$ cat src/rtl/spi_master.sv
// SPI-style frame master: sends {op, payload} MSB first, optionally turns around and reads a byte.
// Latency: accept -> SS_n low next cycle; write frames 12 busy cycles; read frames 21+TURN busy cycles (at IDLE_GAP=1).
// Backpressure: cmd_ready is high only in IDLE; a command held valid is taken on the first IDLE cycle.
//
// Ports:
//   clk, rst_n            clock, async active-low reset
//   cmd_valid/cmd_ready   command handshake; cmd_op (2b) and cmd_data (8b) are captured on accept
//   rsp_valid/rsp_data    one-cycle pulse with the byte read on MISO; rsp_data holds until the next read
//   busy                  high whenever the block is not IDLE
//   SS_n, MOSI, MISO      serial interface; SS_n and MOSI are registered
module spi_master #(
  parameter int TURN     = 2,  // 1..15 turnaround cycles before the first MISO sample
  parameter int IDLE_GAP = 1   // 1..15 cycles of SS_n high after each frame
) (
  input  logic       clk,
  input  logic       rst_n,
  input  logic       cmd_valid,
  output logic       cmd_ready,
  input  logic [1:0] cmd_op,
  input  logic [7:0] cmd_data,
  output logic       rsp_valid,
  output logic [7:0] rsp_data,
  output logic       busy,
  output logic       SS_n,
  output logic       MOSI,
  input  logic       MISO
);

  typedef enum logic [2:0] {
    S_IDLE, S_START, S_SHIFT, S_TURN, S_RECV, S_DONE, S_GAP
  } state_t;

  // Counter reload values: each counted state runs from its load value down to zero.
  localparam logic [3:0] LD_SHIFT = 4'd9;
  localparam logic [3:0] LD_RECV  = 4'd7;
  localparam logic [3:0] LD_TURN  = 4'(TURN - 1);
  localparam logic [3:0] LD_GAP   = 4'(IDLE_GAP - 1);

  state_t     r_state;
  state_t     w_state_nxt;
  logic [3:0] r_cnt;
  logic [3:0] w_cnt_nxt;
  logic [9:0] r_frame;
  logic [7:0] r_rx;
  logic [7:0] r_rsp_data;
  logic       r_ss_n;
  logic       r_mosi;
  logic       w_ss_n_nxt;
  logic       w_mosi_nxt;
  logic       w_accept;

  assign w_accept  = cmd_valid && (r_state == S_IDLE);
  assign cmd_ready = (r_state == S_IDLE);
  assign busy      = (r_state != S_IDLE);
  assign rsp_valid = (r_state == S_DONE);
  assign rsp_data  = r_rsp_data;
  assign SS_n      = r_ss_n;
  assign MOSI      = r_mosi;

  always_comb begin
    w_state_nxt = r_state;
    w_cnt_nxt   = r_cnt;
    case (r_state)
      S_IDLE: begin
        if (cmd_valid) begin
          w_state_nxt = S_START;
          w_cnt_nxt   = 4'd0;
        end
      end
      S_START: begin
        w_state_nxt = S_SHIFT;
        w_cnt_nxt   = LD_SHIFT;
      end
      S_SHIFT: begin
        if (r_cnt == 4'd0) begin
          if (r_frame[9:8] == 2'b11) begin
            w_state_nxt = S_TURN;
            w_cnt_nxt   = LD_TURN;
          end else begin
            w_state_nxt = S_GAP;
            w_cnt_nxt   = LD_GAP;
          end
        end else begin
          w_cnt_nxt = r_cnt - 4'd1;
        end
      end
      S_TURN: begin
        if (r_cnt == 4'd0) begin
          w_state_nxt = S_RECV;
          w_cnt_nxt   = LD_RECV;
        end else begin
          w_cnt_nxt = r_cnt - 4'd1;
        end
      end
      S_RECV: begin
        if (r_cnt == 4'd0) begin
          w_state_nxt = S_DONE;
          w_cnt_nxt   = 4'd0;
        end else begin
          w_cnt_nxt = r_cnt - 4'd1;
        end
      end
      S_DONE: begin
        w_state_nxt = S_GAP;
        w_cnt_nxt   = LD_GAP;
      end
      S_GAP: begin
        if (r_cnt == 4'd0) begin
          w_state_nxt = S_IDLE;
          w_cnt_nxt   = 4'd0;
        end else begin
          w_cnt_nxt = r_cnt - 4'd1;
        end
      end
      default: begin
        w_state_nxt = S_IDLE;
        w_cnt_nxt   = 4'd0;
      end
    endcase

    // Pin values are decoded from the next state so the registered pins line up with the state.
    // In SHIFT the down-counter doubles as the bit index, giving MSB-first order.
    w_ss_n_nxt = !(w_state_nxt inside {S_START, S_SHIFT, S_TURN, S_RECV});
    w_mosi_nxt = (w_state_nxt == S_SHIFT) ? r_frame[w_cnt_nxt] : 1'b0;
  end

  always_ff @(posedge clk or negedge rst_n) begin
    if (!rst_n) begin
      r_state    <= S_IDLE;
      r_cnt      <= 4'd0;
      r_frame    <= 10'd0;
      r_rx       <= 8'd0;
      r_rsp_data <= 8'd0;
      r_ss_n     <= 1'b1;
      r_mosi     <= 1'b0;
    end else begin
      r_state <= w_state_nxt;
      r_cnt   <= w_cnt_nxt;
      r_ss_n  <= w_ss_n_nxt;
      r_mosi  <= w_mosi_nxt;
      if (w_accept) begin
        r_frame <= {cmd_op, cmd_data};
      end
      if (r_state == S_RECV) begin
        r_rx <= {r_rx[6:0], MISO};
      end
      // The last MISO bit is folded in directly so rsp_data is valid during DONE.
      if (r_state == S_RECV && r_cnt == 4'd0) begin
        r_rsp_data <= {r_rx[6:0], MISO};
      end
    end
  end

endmodule

$ cat config.mk
export PLATFORM = sky130hd
export DESIGN_NAME = spi_master
export DESIGN_NICKNAME = d
export VERILOG_FILES = /design/src/rtl/spi_master.sv
export SDC_FILE = /design/constraint.sdc
export NUM_CORES = 1
export LEC_CHECK = 0
export CAP_MARGIN = 20
export CORE_UTILIZATION = 60
export CTS_BUF_LIST = sky130_fd_sc_hd__clkbuf_8
export CTS_CLUSTER_DIAMETER = 30
export DETAILED_ROUTE_END_ITERATION = 10
export DONT_BUFFER_PORTS = 1
export MAX_ROUTING_LAYER = met4
export PLACE_DENSITY = 0.76
export SKIP_CTS_REPAIR_TIMING = 1
export SYNTH_ARGS = -nofsm -noshare
export SYNTH_HDL_FRONTEND = slang
export SYNTH_SLANG_ARGS = --single-unit
$ cat constraint.sdc
create_clock -name clk -period 2.35 [get_ports clk]
set_clock_uncertainty 0.05 [all_clocks]
set_input_delay 0.235 -clock clk [delete_from_list [all_inputs] [get_ports clk]]
set_output_delay 0.235 -clock clk [all_outputs]
set_load 0.02 [all_outputs]
# ---- Yosys cells after proc, flatten, opt, wreduce, memory -nomap -nowiden
# Index checks and enable logic that the tools add are counted.
dict set report totals {
  reg_bits 34
}
dict set report op_classes {
  addsub 1
  order_cmp 1
  n_eq_ne 11
  n_mux 16
  reduce_logical 8
}
# op n
set ops {}
lappend ops {{3-bit case mux with 7 select lines} 1}
lappend ops {{4-bit case mux with 5 select lines} 1}
lappend ops {{3-bit 2-to-1 mux} 6}
lappend ops {{4-bit 2-to-1 mux} 4}
lappend ops {{3-bit by 2-bit equality test with 1-bit output (second input constant)} 4}
lappend ops {{3-bit equality test (second input constant)} 4}
lappend ops {{3-bit by 1-bit equality test with 1-bit output (second input constant)} 2}
lappend ops {{4-bit by 5-bit < comparator with 1-bit output (second input constant)} 1}
lappend ops {{1-bit binary-select mux with 4-bit select} 1}
lappend ops {{4-bit zero test} 1}
lappend ops {{4-bit nonzero test} 1}
lappend ops {{4-bit by 1-bit subtractor with 4-bit output (second input constant)} 1}
lappend ops {{3-bit zero test} 1}
lappend ops {{1-bit 2-to-1 mux} 3}
lappend ops {{3-bit nonzero test} 1}
lappend ops {{2-bit equality test (second input constant)} 1}
lappend ops {{1-bit logical AND} 2}
lappend ops {{2-bit OR reduction} 1}
lappend ops {{1-bit zero test} 1}

# ---- Logic depth before layout (Yosys ltp)
dict set report logic_depth {
  depth_word 7
  depth_mapped 8
  depth_no_buf 7
}

# ---- Worst setup path after synthesis
# OpenSTA, ideal clock, no wires.
dict set report synth_timing {
  path_kind {flip-flop to flip-flop}
  startpoint {reg r_cnt[0]}
  endpoint {reg r_mosi, in the netlist MOSI}
  setup_time_ns 0.095
  arrival_ns 1.953
  path_slack_ns 0.252
  stages_incl_launch_ff 9
  path_buffers 1
  period_less_slack_ns 2.098
  path_cell_list {dfrtp_1 -> buf_4 -> nor4_4 -> or4_4 -> o311ai_4 -> mux2i_1 -> a211o_1 -> a221o_1 -> o31ai_1}
}
dict set report synth_between {
  elab_chain_len 6
  word_cells_on_any_way 16
  classes_between {1 x add/sub; 1 x eq/ne; 13 x mux; 1 x reduce/logical}
}
# item line
set synth_lines {}
lappend synth_lines {{from (decl)} 41} ;# logic [3:0] r_cnt;
lappend synth_lines {{from (signal assigned)} 138} ;# r_cnt <= w_cnt_nxt;
lappend synth_lines {{4-bit by 1-bit subtractor with 4-bit output or 4-bit zero test (tied branches)} n/a}
lappend synth_lines {{4-bit 2-to-1 mux (on tied branches)} n/a}
lappend synth_lines {{4-bit case mux with 5 select lines (*)} 63} ;# case (r_state)
lappend synth_lines {{named net w_cnt_nxt[0]} 42} ;# logic [3:0] w_cnt_nxt;
lappend synth_lines {{1-bit binary-select mux with 4-bit select (*)} 124} ;# w_mosi_nxt = (w_state_nxt == S_SHIFT) ? r_frame[w_cnt_nxt] : 1'b0;
lappend synth_lines {{1-bit 2-to-1 mux (not written as such) (*)} 124}
lappend synth_lines {{1-bit 2-to-1 mux (*)} 124}
lappend synth_lines {{named net w_mosi_nxt} 49} ;# logic w_mosi_nxt;
lappend synth_lines {{to (signal assigned)} 140} ;# r_mosi <= w_mosi_nxt;
lappend synth_lines {{to (decl)} 47} ;# logic r_mosi;
# Mark *: on every way through the listed nets, which the timed path passes. The rest lies on a longest branch. The select of a mux whose other input is x is not followed.
# A chain may end at the register's enable or synchronous reset.

# ---- Final worst setup path
# Ends and elaborated chain as after synthesis.

==> flow_summary.toml <==
[floorplanning]
dieArea_sq_mm = 0.00287
placementRows = 18
pin_count = 27
coreArea_sq_mm = 0.00250
die_x_microns = 53.6
start_util_pct = 63.9
die_h_microns = 53.6

[setup_path]
rr_endpoint = "MOSI$_DFF_PN0_"
critPathMaxFanout = 10
arrival_ns = 2.34
critical_path_class = "reg -> reg"
reg2reg_slack_ns = 0.12
rr_startpoint = "r_cnt[0]$_DFF_PN0_"
crit_required_ns = 2.45
critPathLaunch = "r_cnt[0]$_DFF_PN0_"
rr_worst_depth = 7
endpoint_kind = "flip-flop"
startpoint_type = "flip-flop"
slowest_delay_ns = 0.58
path_cells = "nor4_4 > or4_4 > o311ai_4 > mux2_2 > o22ai_1 > a221o_1 > o31ai_1"
critPathSlowestCell = "dfrtp_1"

[hold_path]
hp-start = "cmd_data[3]"
hold_path.class = "in -> reg"
worstHoldEndpoint = "r_frame[3]$_DFFE_PN0P_"
min_path_cells = 1

[grt]
grt_pass1_wl_microns = 4710
track_usage_pct = 24.2
grt_start_max_net_pins = 35
gr-total-overflow = 0
grt_pass1_vias = 1019
antenna_found_initial = 0

[cts]
clock-root-buffer = "clkbuf_8"
cts-buffers-inserted = 5
clk_pin_slew_ns = 0.06
cts_tree = "yes"
clock_latency_ns = 0.28
htree_levels = 2
clk_path_buf_depth = 2
cts_sinks = 34

[cells_and_area]
num-nets-final = 155
layout_common_cells = "dfrtp_1, mux2_2, nand2_1, nor2_1"
final_common_cell = "dfrtp_1"
syn_to_final_growth_pct = 11.4
drive_above_1_share_pct = 33.8
fin_cells = 172
antenna_cells = 0

[yosys]
syn-instance-count = 131
ys.flop_type = "dfrtp_1"
yosysUniqueCellTypes = 30
synthAdderAreaFrac_pct = 0
synth_compound_area_share_pct = 12.5
ys_seq_area_share_pct = 53.3
synth_simple_gate_area_share_pct = 10.9
synth_top_area_share_pct = 51.7
synthMuxAreaShare_pct = 20.4
ys_top_cells_by_area = "dfrtp_1, mux2_2, nand2_1"
ys_ff_latch = 34
syn-num-nets = 145
yosys.area_share.xor_xnor_pct = 0.548
synth_edf_count = 0
synth-async-reset-ratio_pct = 100
synth_top_family_by_area = "multiplexers"
synth_warnings = 0
syn_area_per_cell_sq_um = 12.2
yosys.area.top_type = "dfrtp_1"
synth_area_sq_mm = 0.00160

[sta]
setup_slack_ns = 0.118
finalSetupViolations = 0
min_period_ns = 2.23
drv_slew = 0
rsz0062_at_grt = "false"
min_period_over_period_pct = 95.0
fin_setup_tns_ns = 0
fmax_ghz = 0.448
worst_pin_slew_ns = 0.468
relSlewSlack_pct = 68.7
hold_viol = 0

[detailed_routing]
vias = 1037
drtPass1Iterations = 4
avgViaCountPerCell = 6.03
drc = 0
ant_nets = 0
drt-wirelength-per-cell_microns = 16.2
wirelength_microns = 2780
first_iter_violations = 19

[pwr]
p_per_area_mw_per_mm2 = 1660
power.leakage_uw = 0.000777
power.ir.vdd_worst_mv = 1.10

[job]
max_cap_violations = 0

[place]
post-place-cells = 162
place.port_buffers = 0
pre_cts_ws_ns = 0.130
place.gp.congestion = 0.875
hpwl_microns = 2010

[status]
status = "finished clean"
cell type report:
| class | count | area, sq um |
|---|---|---|
| sequential | 34 | 853 |
| fill | 183 | 721 |
| multi-input combinational | 89 | 711 |
| clock buffer | 6 | 82.6 |
| timing repair buffer | 8 | 75.1 |
| tap | 30 | 37.5 |
| inverter | 3 | 11.3 |
| clock inverter | 2 | 8.76 |
critical path, delay by kind of cell (launching register included):
family             cells  cell delay (ns)
muxes                  1             0.38
AOI/OAI and AO/OA      4             0.55
DFF                    1             0.58
and+or+nand+nor        2             0.55
Yosys cell counts, types with 2 or more instances:
| master | number |
|---|---|
| nor3_1 | 2 |
| nor2_1 | 8 |
| a21oi_1 | 6 |
| o22ai_1 | 4 |
| mux2_2 | 28 |
| nand2b_1 | 4 |
| inv_1 | 3 |
| a211oi_1 | 2 |
| a211o_1 | 3 |
| o21ai_0 | 5 |
| nor2b_1 | 3 |
| nand2_1 | 9 |
| buf_2 | 3 |
| or3_1 | 2 |
| o31ai_1 | 2 |
| dfrtp_1 | 33 |
flip-flops by register name, summed over array words and instances, names as in the netlist:
name      flops
r_state       3
r_cnt         4
SS_n          1
r_frame      10
MOSI          1
r_rx          7
rsp_data      8
metrics by stage:
| step | area, sq um | util (%) | power, uW | hold WS [ns] |
|---|---|---|---|---|
| after global placement | 1650 | 66.2 | 2450 | -0.110 |
| final | 1780 | 71.2 | 2950 | 0.0524 |
| after detailed placement | 1650 | 66.2 | 2510 | -0.110 |
| after global routing | 1780 | 71.2 | 3170 | 0.0436 |
| after CTS | 1750 | 69.8 | 2940 | -0.415 |
| after floorplan | 1600 | - | 2210 | -0.111 |
routing by layer:
| layer | share of wire [%] | vias up | global-route usage (%) | wire length, microns |
|---|---|---|---|---|
| met5 | 0 | - | - | 0 |
| met3 | 6.0 | 2 | 9.32 | 168 |
| met1 | 45 | 507 | 31.6 | 1250 |
| met4 | 0.86 | 0 | 8.77 | 24 |
| li1 | - | 500 | - | - |
| met2 | 48 | 28 | 34.2 | 1330 |
cells by family (layout without fill, tap and decap cells):
family	Yosys count	after routing
AO/OA/AOI/OAI	27	27
XOR/XNOR	1	1
buffers and inverters	8	19
flip-flops	34	34
multiplexers	29	29
AND/OR/NAND/NOR	32	32
report_power, final:
| part | total [uW] | switching [uW] | internal (uW) |
|---|---|---|---|
| Clock | 420 | 188 | 231 |
| Sequential | 1250 | 364 | 882 |
| Combinational | 1280 | 604 | 677 |
| Total | 2950 | 1160 | 1790 |
how the worst max path moves through the flow:
stage / end / slack (ns)
3_3_place_gp: MOSI$_DFF_PN0_ / 0.17
5_1_grt: MOSI$_DFF_PN0_ / 0.01
4_1_cts: MOSI$_DFF_PN0_ / 0.13
6_report: MOSI$_DFF_PN0_ / 0.12
2_1_floorplan: MOSI$_DFF_PN0_ / 0.25
3_5_place_dp: MOSI$_DFF_PN0_ / 0.13
Note: power is estimated with default switching activity, not from simulation.
